==> src/rtl/led_scan_controller.sv <==
// ============================================================================
// Module      : led_scan_controller
// Description : Processor-mapped LED scanner. A single lit LED walks across
//               led_out at a programmable step rate, either bouncing between
//               the ends or wrapping from bit 7 back to bit 0. Completed
//               sweeps are counted in an 8-bit SWEEPS register.
//               Optional macro LED_SCAN_READBACK_EN builds a registered
//               readback path on in_port; otherwise in_port is tied to 0.
// Revision    : 1.0 - initial release
// ============================================================================
`default_nettype none

module led_scan_controller #(
    parameter logic [7:0] PORT_BASE    = 8'h10,
    parameter int         PRESCALE_DIV = 65536
) (
    input  logic       clk,
    input  logic       reset,
    input  logic [7:0] port_id,
    input  logic       write_strobe,
    input  logic [7:0] out_port,
    input  logic       read_strobe,
    output logic [7:0] in_port,
    output logic [7:0] led_out
);

    // Register map
    localparam logic [7:0]  c_ADDR_CTRL   = PORT_BASE;
    localparam logic [7:0]  c_ADDR_RATE   = PORT_BASE + 8'd1;
    localparam logic [7:0]  c_ADDR_STATUS = PORT_BASE + 8'd2;

    // Last value of the base prescaler (counts 0 .. PRESCALE_DIV-1)
    localparam logic [23:0] c_PRE_LAST    = 24'(PRESCALE_DIV - 1);

    typedef enum logic [1:0] {
        S_IDLE  = 2'b00,
        S_LEFT  = 2'b01,
        S_RIGHT = 2'b10
    } state_t;

    state_t      r_state;
    state_t      w_state_nxt;

    logic        r_en;
    logic        r_mode;
    logic [7:0]  r_rate;
    logic [7:0]  r_sweeps;
    logic [7:0]  r_led;
    logic [23:0] r_pre;
    logic [7:0]  r_step;

    logic [7:0]  w_led_nxt;
    logic [7:0]  w_sweeps_nxt;
    logic        w_ctrl_we;
    logic        w_rate_we;
    logic        w_en_nxt;
    logic        w_pre_term;
    logic        w_tick;
    logic        w_unused_read_strobe;

    // Reads never have side effects, so the read qualifier is not needed
    assign w_unused_read_strobe = read_strobe;

    assign w_ctrl_we  = write_strobe && (port_id == c_ADDR_CTRL);
    assign w_rate_we  = write_strobe && (port_id == c_ADDR_RATE);

    // EN as seen this cycle, including a CTRL write landing right now
    assign w_en_nxt   = w_ctrl_we ? out_port[0] : r_en;

    // Terminal count of the prescaler chain; a CTRL write swallows the tick
    assign w_pre_term = (r_pre == c_PRE_LAST) && (r_step == r_rate);
    assign w_tick     = (r_state != S_IDLE) && w_pre_term && !w_ctrl_we;

    assign led_out    = r_led;

    // Programmable registers: CTRL (EN, MODE) and RATE
    always_ff @(posedge clk) begin
        if (reset) begin
            r_en   <= 1'b0;
            r_mode <= 1'b0;
            r_rate <= 8'h00;
        end else begin
            if (w_ctrl_we) begin
                r_en   <= out_port[0];
                r_mode <= out_port[1];
            end
            if (w_rate_we) begin
                r_rate <= out_port;
            end
        end
    end

    // Prescaler chain: base divider then RATE+1 step counter, restarted on any register write or while idle
    always_ff @(posedge clk) begin
        if (reset) begin
            r_pre  <= 24'd0;
            r_step <= 8'd0;
        end else if ((r_state == S_IDLE) || w_ctrl_we || w_rate_we) begin
            r_pre  <= 24'd0;
            r_step <= 8'd0;
        end else if (r_pre == c_PRE_LAST) begin
            r_pre  <= 24'd0;
            r_step <= (r_step == r_rate) ? 8'd0 : r_step + 8'd1;
        end else begin
            r_pre  <= r_pre + 24'd1;
        end
    end

    // Scan state, LED pattern and sweep counter registers
    always_ff @(posedge clk) begin
        if (reset) begin
            r_state  <= S_IDLE;
            r_led    <= 8'h00;
            r_sweeps <= 8'h00;
        end else begin
            r_state  <= w_state_nxt;
            r_led    <= w_led_nxt;
            r_sweeps <= w_sweeps_nxt;
        end
    end

    // Next-state logic: walk the lit LED on each tick, reverse or wrap at the ends
    always_comb begin
        w_state_nxt  = r_state;
        w_led_nxt    = r_led;
        w_sweeps_nxt = r_sweeps;

        if (w_ctrl_we && !out_port[0]) begin
            // Disabling always wins, from any state
            w_state_nxt  = S_IDLE;
            w_led_nxt    = 8'h00;
            w_sweeps_nxt = 8'h00;
        end else begin
            case (r_state)
                S_IDLE: begin
                    w_led_nxt = 8'h00;
                    if (w_en_nxt) begin
                        w_state_nxt = S_LEFT;
                        w_led_nxt   = 8'h01;
                    end
                end

                S_LEFT: begin
                    if (w_tick) begin
                        if (r_led == 8'h80) begin
                            // End of travel: MODE is sampled only here
                            w_sweeps_nxt = r_sweeps + 8'd1;
                            if (r_mode) begin
                                w_led_nxt = 8'h01;
                            end else begin
                                w_state_nxt = S_RIGHT;
                                w_led_nxt   = 8'h40;
                            end
                        end else begin
                            w_led_nxt = r_led << 1;
                        end
                    end
                end

                S_RIGHT: begin
                    // A rightward sweep always finishes, even if MODE changed
                    if (w_tick) begin
                        if (r_led == 8'h01) begin
                            w_state_nxt  = S_LEFT;
                            w_led_nxt    = 8'h02;
                            w_sweeps_nxt = r_sweeps + 8'd1;
                        end else begin
                            w_led_nxt = r_led >> 1;
                        end
                    end
                end

                default: begin
                    w_state_nxt = S_IDLE;
                    w_led_nxt   = 8'h00;
                end
            endcase
        end
    end

`ifdef LED_SCAN_READBACK_EN
    // Registered readback mux, one cycle behind port_id
    always_ff @(posedge clk) begin
        if (reset) begin
            in_port <= 8'h00;
        end else begin
            case (port_id)
                c_ADDR_CTRL:   in_port <= {6'b000000, r_mode, r_en};
                c_ADDR_RATE:   in_port <= r_rate;
                c_ADDR_STATUS: in_port <= r_sweeps;
                default:       in_port <= 8'h00;
            endcase
        end
    end
`else
    assign in_port = 8'h00;
`endif

endmodule

`default_nettype wire
==> config.mk <==
export PLATFORM = sky130hd
export DESIGN_NAME = led_scan_controller
export DESIGN_NICKNAME = d
export VERILOG_FILES = /design/src/rtl/led_scan_controller.sv
export SDC_FILE = /design/constraint.sdc
export NUM_CORES = 1
export LEC_CHECK = 0
export BUFFER_PORTS_ARGS = -buffer_cell sky130_fd_sc_hd__buf_2
export CAP_MARGIN = 20
export CELL_PAD_IN_SITES_DETAIL_PLACEMENT = 1
export CELL_PAD_IN_SITES_GLOBAL_PLACEMENT = 1
export CORE_MARGIN = 1.5
export CORE_UTILIZATION = 35
export DETAILED_ROUTE_END_ITERATION = 12
export PLACE_DENSITY_LB_ADDON = 0.1
export SLEW_MARGIN = 5
export SYNTH_ARGS = -nofsm -noshare
export SYNTH_HDL_FRONTEND = slang
export SYNTH_SLANG_ARGS = --single-unit
==> constraint.sdc <==
create_clock -name clk -period 1.95 [get_ports clk]
set_input_delay 0.0975 -clock clk [delete_from_list [all_inputs] [get_ports clk]]
set_output_delay 0.0975 -clock clk [all_outputs]
set_load 0.05 [all_outputs]
==> results of run 1 <==
==> power breakdown <==
part	internal, W	total (W)	switching, W	leakage (nW)
clock network	0.000285	0.000659	0.000374	0.0510
registers	0.00107	0.00109	0.0000162	0.421
logic	0.0000584	0.000185	0.000126	0.608
total	0.00141	0.00193	0.000516	1.08
==> layer usage <==
metal  track usage  share of wire  vias to the layer above
li1              -              -                     1165
met1        0.2324           0.48                     1112
met2        0.2830           0.49                       23
met3       0.03509          0.022                        6
met4       0.04196          0.011                        0
met5             0              0                        -
==> logic make-up after synthesis <==
kind of cell / Yosys count / synth area share
other: 1 / 0.001438
AOI/OAI and AO/OA: 43 / 0.1094
DFF: 52 / 0.3992
buffers and inverters: 22 / 0.04846
adders and majority gates: 2 / 0.009595
muxes: 3 / 0.01391
xor gates and xnor gates: 37 / 0.1243
and+or+nand+nor: 146 / 0.2937
==> critical path, cell delays in order, from the launching register on <==
cell     delay [ns]
dfxtp_4        0.38
ha_4           0.14
and4_4         0.21
nand4_1        0.17
nor4_2         0.34
buf_4          0.17
mux2_4         0.29
a21oi_2        0.11
==> repair_timing <==
item                                    CTS  global route
endpoints found under the setup margin    1            14
setup buffers                             0             4
resized for setup                         3            14
pin swaps                                 1             4
==> metrics by stage <==
stage	setup slack (ns)	setup TNS, ns	cell area (µm²)	instances
2_1_floorplan	0.09542	0	2634	313
3_3_place_gp	0.02137	0	2938	441
3_5_place_dp	-0.03013	-0.03013	2938	441
4_1_cts	0.03327	0	3049	449
5_1_grt	-0.02076	-0.02209	3137	453
6_report	0.07500	0	3137	453
==> sequential cells by signal (all words and copies together) (netlist names) <==
| name | flops |
|---|---|
| r_mode | 1 |
| r_pre | 24 |
| r_state | 2 |
| r_step | 8 |
| r_rate | 8 |
| r_en | 1 |
| led_out | 8 |
==> layout make-up <==
class | count | area, µm² | area share
timing repair buffer | 52 | 325.3 | 0.1037
clock buffer | 6 | 82.58 | 0.02633
multi-input combinational | 239 | 1536 | 0.4898
sequential | 52 | 1047 | 0.3339
inverter | 3 | 11.26 | 0.003590
clock inverter | 2 | 10.01 | 0.003191
tap | 99 | 123.9 | 0.03949
==> final timing paths <==
| check | endpoint | cells after the start | startpoint | slack [ns] |
|---|---|---|---|---|
| worst max-delay path | r_state[0] | 7 | r_pre[0] | 0.08 |
| worst min-delay path | r_rate[7] | 3 | out_port[7] | 0.03 |
| worst min register to register | r_rate[2] | 2 | r_rate[2] | 0.47 |
| worst max register to register | r_state[0] | 7 | r_pre[0] | 0.08 |
==> synthesized netlist by cell type (all sizes together) <==
library cell,count
xor2,12
nand2b,2
inv,3
a41oi,1
mux2i,1
a21boi,1
o21ai,3
nand4,14
and3,6
or4,1
nor2,41
o211ai,4
o31ai,2
or3,1
and2,4
nand3,18
clkbuf,5
o21bai,2
nor3,7
nor2b,2
a21oi,15
a211oi,10
buf,14
nand4b,2
ha,2
xnor2,25
nand4bb,1
nor4,8
conb,1
a22oi,4
dfxtp,52
and4,8
mux2,2
a31oi,1
nand2,29
nor4b,2
==> flow_summary.json, run 1 <==
{
  "dr.first_iter.drc_count": 89,
  "synthTopCellsByArea": "dfxtp_1, xnor2_1, nor2_1",
  "yosysTopAreaCell": "dfxtp_1",
  "antenna_found_initial": 0,
  "layout_commonest_cell": "dfxtp_1",
  "port_buffers": 26,
  "fin_crit_sh": 0.9615,
  "remaining_drc_errors": 0,
  "period_needed_ns": 1.875,
  "dieArea_um2": 7977,
  "ant_nets": 0,
  "wl_um": 6343,
  "crit_fanout": 3,
  "power.density_nw_per_um2": 615.3,
  "crit_arrival_ns": 2.13,
  "gr-total-overflow": 0,
  "layout_common_cells": "dfxtp_1, nor2_1, nand2_1",
  "detail_route.wl_per_cell_um": 14.00,
  "tightestPinTransition_ns": 0.6552,
  "status": "finished, final reports clean",
  "hold_path.class": "in2reg",
  "finish.utilization": 0.4348,
  "syn_avg_cell_area_um2": 8.521,
  "yosysSeqAreaShare": 0.3992,
  "die_width_um": 89.32,
  "timing.hold.ws_ns": 0.02797,
  "power_w": 0.001930,
  "place_congestion": 0.7595,
  "grt_max_degree": 16,
  "cp-end-kind": "register",
  "synthesis.instances": 306,
  "hold_buffers": 0,
  "yosys.area.top_type_share": 0.3992,
  "path_class": "reg2reg",
  "ys_types": 45,
  "antenna_cells": 0,
  "area_growth_pct": 20.30,
  "clock-skew-final_ns": 0.007548,
  "ys_ff_latch": 52,
  "clockRootBuffer": "clkbuf_8",
  "grt_usage": 0.1724,
  "startpoint_type": "register",
  "clkSlewWorstSetupHoldPaths_ns": 0.10,
  "ir_worst_vdd_mv": 0.2682,
  "numCtsBuffers": 5,
  "final-hold-violation-count": 0,
  "worstPathRequired_ns": 2.20,
  "grt_pass1_wl_um": 10750,
  "synth.cell_area_um2": 2608,
  "clock-sinks": 52,
  "nFillCells": 894,
  "setup_viol": 0,
  "maxSlewViolCount": 0,
  "yosys_warnings": 0,
  "cts_tree": "built",
  "die_h_um": 89.32,
  "clockBufferDepth": 2,
  "ios": 36,
  "vias_per_cell": 5.091,
  "nets": 375,
  "vias": 2306,
  "core-area_um2": 7214,
  "p_leak_nw": 1.080,
  "clk_latency_ns": 0.31,
  "drive_above_1_share": 0.2260,
  "row_count": 31,
  "slew_headroom": 0.5599,
  "htree_levels": 2,
  "start_util": 0.3614,
  "maxCapViolations": 0,
  "max_freq_mhz": 533.3,
  "firstDrtPassIters": 4,
  "grt_pass1_vias": 2232,
  "dpl.hpwl_um": 4556
}
No activity file was read; power rests on OpenSTA's default activity.
==> inputs of run 2 (changes only) <==
--- a/config.mk
+++ b/config.mk
@@ -5,6 +5,7 @@
 export SDC_FILE = /design/constraint.sdc
 export NUM_CORES = 1
 export LEC_CHECK = 0
+export ABC_AREA = 1
 export BUFFER_PORTS_ARGS = -buffer_cell sky130_fd_sc_hd__buf_2
 export CAP_MARGIN = 20
 export CELL_PAD_IN_SITES_DETAIL_PLACEMENT = 1
==> run 2 against run 1 <==
Final area is 0.16% lower. Total power is 40% higher. Sequential power is 10% higher. Hold slack better by 0.037 ns. Synthesized cell count is 32% higher. Wire length is 3.7% lower. Via count is 9.3% higher. Largest cell class unchanged.
==> flow_summary.json, run 2 <==
{
  "clockBufferDepth": 2,
  "final_area_um2": 3132,
  "place_area_um2": 2992,
  "grt_pass1_wl_um": 11270,
  "drive_above_1_share": 0.1441,
  "gr-total-overflow": 0,
  "htree_levels": 2,
  "clock-skew-final_ns": 0.008727,
  "cp-end-kind": "register",
  "place_congestion": 0.8047,
  "ios": 36,
  "tns_ns": 0,
  "synthesis.instances": 404,
  "yosysSeqAreaShare": 0.3831,
  "grt_max_degree": 17,
  "final-hold-violation-count": 0,
  "core-area_um2": 7370,
  "yosysMostFrequentCell": "nand2_1",
  "grt_usage": 0.1610,
  "setup_viol": 0,
  "firstDrtPassIters": 4,
  "remaining_drc_errors": 0,
  "area_growth_pct": 15.24,
  "yosysTopAreaCell": "dfxtp_1",
  "nFillCells": 989,
  "die_h_um": 91.12,
  "grt_pass1_vias": 2649,
  "clock-sinks": 52,
  "yosys_warnings": 0,
  "rsz0062_at_grt": "no",
  "startpoint_type": "register",
  "worstPathRequired_ns": 2.16,
  "port_buffers": 26,
  "start_util": 0.3688,
  "power.density_nw_per_um2": 864.7,
  "synthTopCellsByArea": "dfxtp_1, nand2_1, nor2_1",
  "ff2ff_setup_slack_ns": 0.17,
  "row_count": 31,
  "top_register": "r_pre",
  "synth-main-ff-cell": "dfxtp_1",
  "clockRootBuffer": "clkbuf_8",
  "wl_um": 6109,
  "ant_nets": 0,
  "dpl.hpwl_um": 4729,
  "crit_arrival_ns": 2.00,
  "ys_types": 33,
  "antenna_found_initial": 0,
  "detail_route.wl_per_cell_um": 11.25,
  "path_class": "reg2reg",
  "yosys.area.top_type_share": 0.3831,
  "ir_worst_vdd_mv": 0.4068,
  "p_leak_nw": 1.342,
  "syn_avg_cell_area_um2": 6.727,
  "vias": 2521,
  "cts_setup_buffers": 0,
  "timing.hold.ws_ns": 0.06501,
  "synth.cell_area_um2": 2718,
  "hold_path.class": "in2reg",
  "largest_reg_flops": 24,
  "crit_fanout": 6,
  "ys_top_cells_by_count": "nand2_1, nor2_1, inv_1",
  "clk_latency_ns": 0.31,
  "clkSlewWorstSetupHoldPaths_ns": 0.10,
  "dr.first_iter.drc_count": 47,
  "synthArstFlopShare": 0,
  "layout_commonest_cell": "nand2_1",
  "ys_ff_latch": 52,
  "period_needed_ns": 1.784,
  "vias_per_cell": 4.643,
  "synth_edf_count": 0,
  "maxSlewViolCount": 0,
  "dieArea_um2": 8302,
  "antenna_cells": 0,
  "numCtsBuffers": 5,
  "die_width_um": 91.12,
  "maxCapViolations": 0,
  "fin_crit_sh": 0.9147,
  "max_freq_mhz": 560.6,
  "cts_tree": "built",
  "nets": 465,
  "layout_common_cells": "nand2_1, nor2_1, inv_1",
  "status": "finished, final reports clean"
}
[run 2: what timing repair did]
| action | in CTS | in global routing |
|---|---|---|
| resized for setup | 0 | 3 |
| hold endpoints to repair | 1 | 0 |
| hold buffers | 1 | 0 |
| setup endpoints to repair | 0 | 31 |
[run 2: layer usage]
layer / GRT usage / share of wire
met5: 0 / 0
met4: 0.03516 / 0.0062
met3: 0.02764 / 0.024
met2: 0.2854 / 0.47
met1: 0.2026 / 0.50
[run 2: cell families after synthesis]
group / synth area share
flops: 0.3831
other cells: 0.001380
fa+ha+maj: 0.009207
compound gates: 0.1064
buf+inv: 0.1146
simple gates: 0.3531
xor+xnor: 0.03223
[run 2: critical path, cell delays in order (launching register included)]
cell and delay, ns:
dfxtp_2 0.36, ha_1 0.17, nand2_1 0.06, inv_2 0.08, nand2_4 0.07, nor2_4 0.15, nand2_4 0.11, nor2_8 0.14
nand3_4 0.11, nand2_2 0.12, inv_1 0.12, nor2_1 0.13, nor2_1 0.06
[run 2: path summary, 6_finish.rpt]
path                 to  depth (start not counted)        start
max          led_out[5]                         12     r_pre[0]
min           r_rate[2]                          3  out_port[2]
max reg2reg  led_out[5]                         12     r_pre[0]
min reg2reg    r_pre[0]                          1     r_pre[0]
[run 2: layout make-up]
| class | count | area [µm²] | area share |
|---|---|---|---|
| multi-input cells | 289 | 1408 | 0.4495 |
| inverters | 58 | 217.7 | 0.06952 |
| clock buffers | 5 | 68.82 | 0.02197 |
| well taps | 99 | 123.9 | 0.03955 |
| flip-flops and latches | 52 | 1044 | 0.3332 |
| repair buffers | 37 | 227.7 | 0.07271 |
| clock inverters | 3 | 42.54 | 0.01358 |
[run 2: metrics by stage]
stage               power (W)  worst slack [ns]    util  std cells
CTS                  0.002760           0.08071  0.4224        542
detailed placement   0.001987           0.09447  0.4059        533
finish               0.002708            0.1663  0.4250        543
global placement     0.001978            0.1613  0.4059        533
global route         0.002895         0.0002274  0.4250        543
floorplan            0.001782            0.3117       -        411
[run 2: report_power, final]
group	switching, W	total (W)	internal, W
registers	0.0000703	0.00120	0.00113
clock network	0.000372	0.000752	0.000381
logic	0.000533	0.000755	0.000221
total	0.000975	0.00271	0.00173
==> inputs of run 3 (changes only) <==
--- a/config.mk
+++ b/config.mk
@@ -10,6 +10,7 @@
 export CAP_MARGIN = 20
 export CELL_PAD_IN_SITES_DETAIL_PLACEMENT = 1
 export CELL_PAD_IN_SITES_GLOBAL_PLACEMENT = 1
+export CORE_ASPECT_RATIO = 1.25
 export CORE_MARGIN = 1.5
 export CORE_UTILIZATION = 35
 export DETAILED_ROUTE_END_ITERATION = 12
==> constraint.sdc (replaced) <==
create_clock -name clk -period 1.5 [get_ports clk]
set_input_delay 0.075 -clock clk [delete_from_list [all_inputs] [get_ports clk]]
set_output_delay 0.075 -clock clk [all_outputs]
set_load 0.05 [all_outputs]
==> run 3 against run 2 <==
The run now ends with negative setup slack left. Core utilization increased by 7.5 points. Register-to-register slack got worse by 0.27 ns. Sequential share of layout area decreased by 5.1 points. Count of clock-buffer cells in the layout increased by 3. Non-clock buffer count increased by 62. Final cell count increased by 9.9%. Die area about the same. Clock power increased by 12%. Sequential power increased by 30%. Largest cell class unchanged. Largest power group unchanged. Highest routed layer unchanged.
==> flow_summary.json, run 3 (same netlist as run 2, synthesis figures left out) <==
{
  "hold_path.class": "in2reg",
  "clockRootBuffer": "clkbuf_8",
  "nets": 526,
  "htree_levels": 2,
  "crit_fanout": 5,
  "status": "finished, violations left",
  "dpl.hpwl_um": 5263,
  "violations": "negative setup slack",
  "nFillCells": 1011,
  "final_area_um2": 3719,
  "die_width_um": 81.82,
  "port_buffers": 26,
  "grt_util_met2": 0.3348,
  "vias_per_cell": 4.643,
  "finish.utilization": 0.4995,
  "reg2reg_from": "r_pre[0]",
  "power_w": 0.003548,
  "reg2reg_depth": 12,
  "ff2ff_setup_slack_ns": -0.11,
  "die_h_um": 101.5,
  "p_leak_nw": 1.697,
  "power.density_nw_per_um2": 954.3,
  "clkSlewWorstSetupHoldPaths_ns": 0.10,
  "setup_viol": 42,
  "period_needed_ns": 1.607,
  "cts_tree": "built",
  "clockBufferDepth": 2,
  "clk_latency_ns": 0.31,
  "cp-end-kind": "register",
  "maxCapViolations": 0,
  "path_class": "reg2reg",
  "start_util": 0.3650,
  "ant_nets": 0,
  "rsz0062_at_grt": "yes",
  "layout_common_cells": "nand2_1, buf_4, nor2_1",
  "clock-skew-final_ns": 0.008455,
  "top_register": "r_pre",
  "grt_use_met1": 0.2179,
  "wl_um": 7117,
  "detail_route.wl_per_cell_um": 11.92,
  "layout_commonest_cell": "nand2_1",
  "antenna_cells": 0,
  "numCtsBuffers": 5,
  "vias": 2772,
  "final_cell_count_no_fill": 597,
  "largest_reg_flops": 24,
  "maxSlewViolCount": 0,
  "hp-start": "out_port[6]",
  "drive_above_1_share": 0.3050,
  "area_growth_pct": 36.83,
  "dieArea_um2": 8306,
  "max_freq_mhz": 622.1,
  "reg2reg_to": "led_out[7]",
  "fin_ws_ns": -0.1074,
  "gr-total-overflow": 0,
  "regArea_um2": 1051,
  "grt_pass1_wl_um": 12030,
  "place_area_um2": 3381,
  "place_congestion": 0.8011,
  "ios": 36,
  "holdPathStages": 3,
  "remaining_drc_errors": 0,
  "clock-sinks": 52,
  "core-area_um2": 7445,
  "place_inst": 576,
  "row_count": 35,
  "crit_arrival_ns": 1.84,
  "firstDrtPassIters": 4,
  "dr.first_iter.drc_count": 33,
  "grt_busiest_layer": "met2",
  "grt_pass1_vias": 2753,
  "grt_usage": 0.1840,
  "multi_input_area_um2": 1519,
  "startpoint_type": "register",
  "grt_max_degree": 17,
  "min_to": "r_rate[6]",
  "antenna_found_initial": 0,
  "final-hold-violation-count": 0,
  "met3_usage": 0.02523,
  "worstPathRequired_ns": 1.74,
  "fin_crit_sh": 1.072,
  "ir_worst_vdd_mv": 0.7430
}
[run 3: changes by cell type in the layout (fill, tap and decap cells not counted), sizes merged]
| cell | previous run | this run |
|---|---|---|
| nor2 | 75 | 74 |
| bufinv | 1 | 0 |
| clkinvlp | 1 | 0 |
| buf | 36 | 97 |
| clkbuf | 5 | 9 |
| clkinv | 1 | 0 |
[run 3: worst max-delay path by stage]
stage / from / to / slack, ns / cells after the start
floorplan: r_pre[1] / r_state[1] / -0.07 / 13
global placement: r_pre[0] / led_out[1] / -0.13 / 12
detailed placement: r_pre[0] / r_step[4] / -0.23 / 11
CTS: r_pre[0] / led_out[4] / -0.12 / 12
global route: r_pre[0] / led_out[4] / -0.26 / 12
finish: r_pre[0] / led_out[7] / -0.11 / 12
[run 3: layout make-up]
class	count	share of cell area
repair buffers	99	0.1952
inverters	58	0.05855
multi-input cells	288	0.4085
flip-flops and latches	52	0.2826
clock buffers	8	0.02423
well taps	92	0.03096
[run 3: routing by layer]
metal,share of wire,vias to the layer above
li1,-,1451
met1,0.44,1286
met2,0.53,27
met3,0.018,8
met4,0.016,0
met5,0,-
[run 3: where the power goes]
| part | total, W | leakage [nW] | switching, W | internal (W) |
|---|---|---|---|---|
| Clock | 0.000845 | 0.0455 | 0.000467 | 0.000378 |
| Combinational | 0.00115 | 1.23 | 0.000769 | 0.000379 |
| Sequential | 0.00156 | 0.423 | 0.0000810 | 0.00147 |
| Total | 0.00355 | 1.70 | 0.00132 | 0.00223 |
[run 3: timing repair]
action | CTS | global route
endpoints found under the setup margin | 42 | 42
pin swaps | 10 | 6
gates cloned | 0 | 1
endpoints found under the hold margin | 1 | 0
hold buffers | 1 | 0
resized for setup | 32 | 13
buffers inserted | 7 | 4
[run 3: metrics by stage]
stage               hold WS (ns)  TNS (ns)  worst slack (ns)
floorplan                 0.1441    -1.105          -0.07063
global placement          0.2587    -1.359           -0.1329
detailed placement        0.2616    -3.242           -0.2298
CTS                      0.04357    -2.263           -0.1186
global route             0.08325    -7.206           -0.2620
finish                   0.04734    -1.802           -0.1074
[run 3: critical path: stages, from the launching register on]
cell	delay, ns
dfxtp_4	0.38
ha_4	0.14
nand2_2	0.05
inv_2	0.07
nand2_4	0.05
nor2_4	0.12
nand2_4	0.08
nor2_8	0.12
nand3_4	0.11
buf_4	0.16
inv_1	0.05
nand3_1	0.06
a21oi_1	0.12
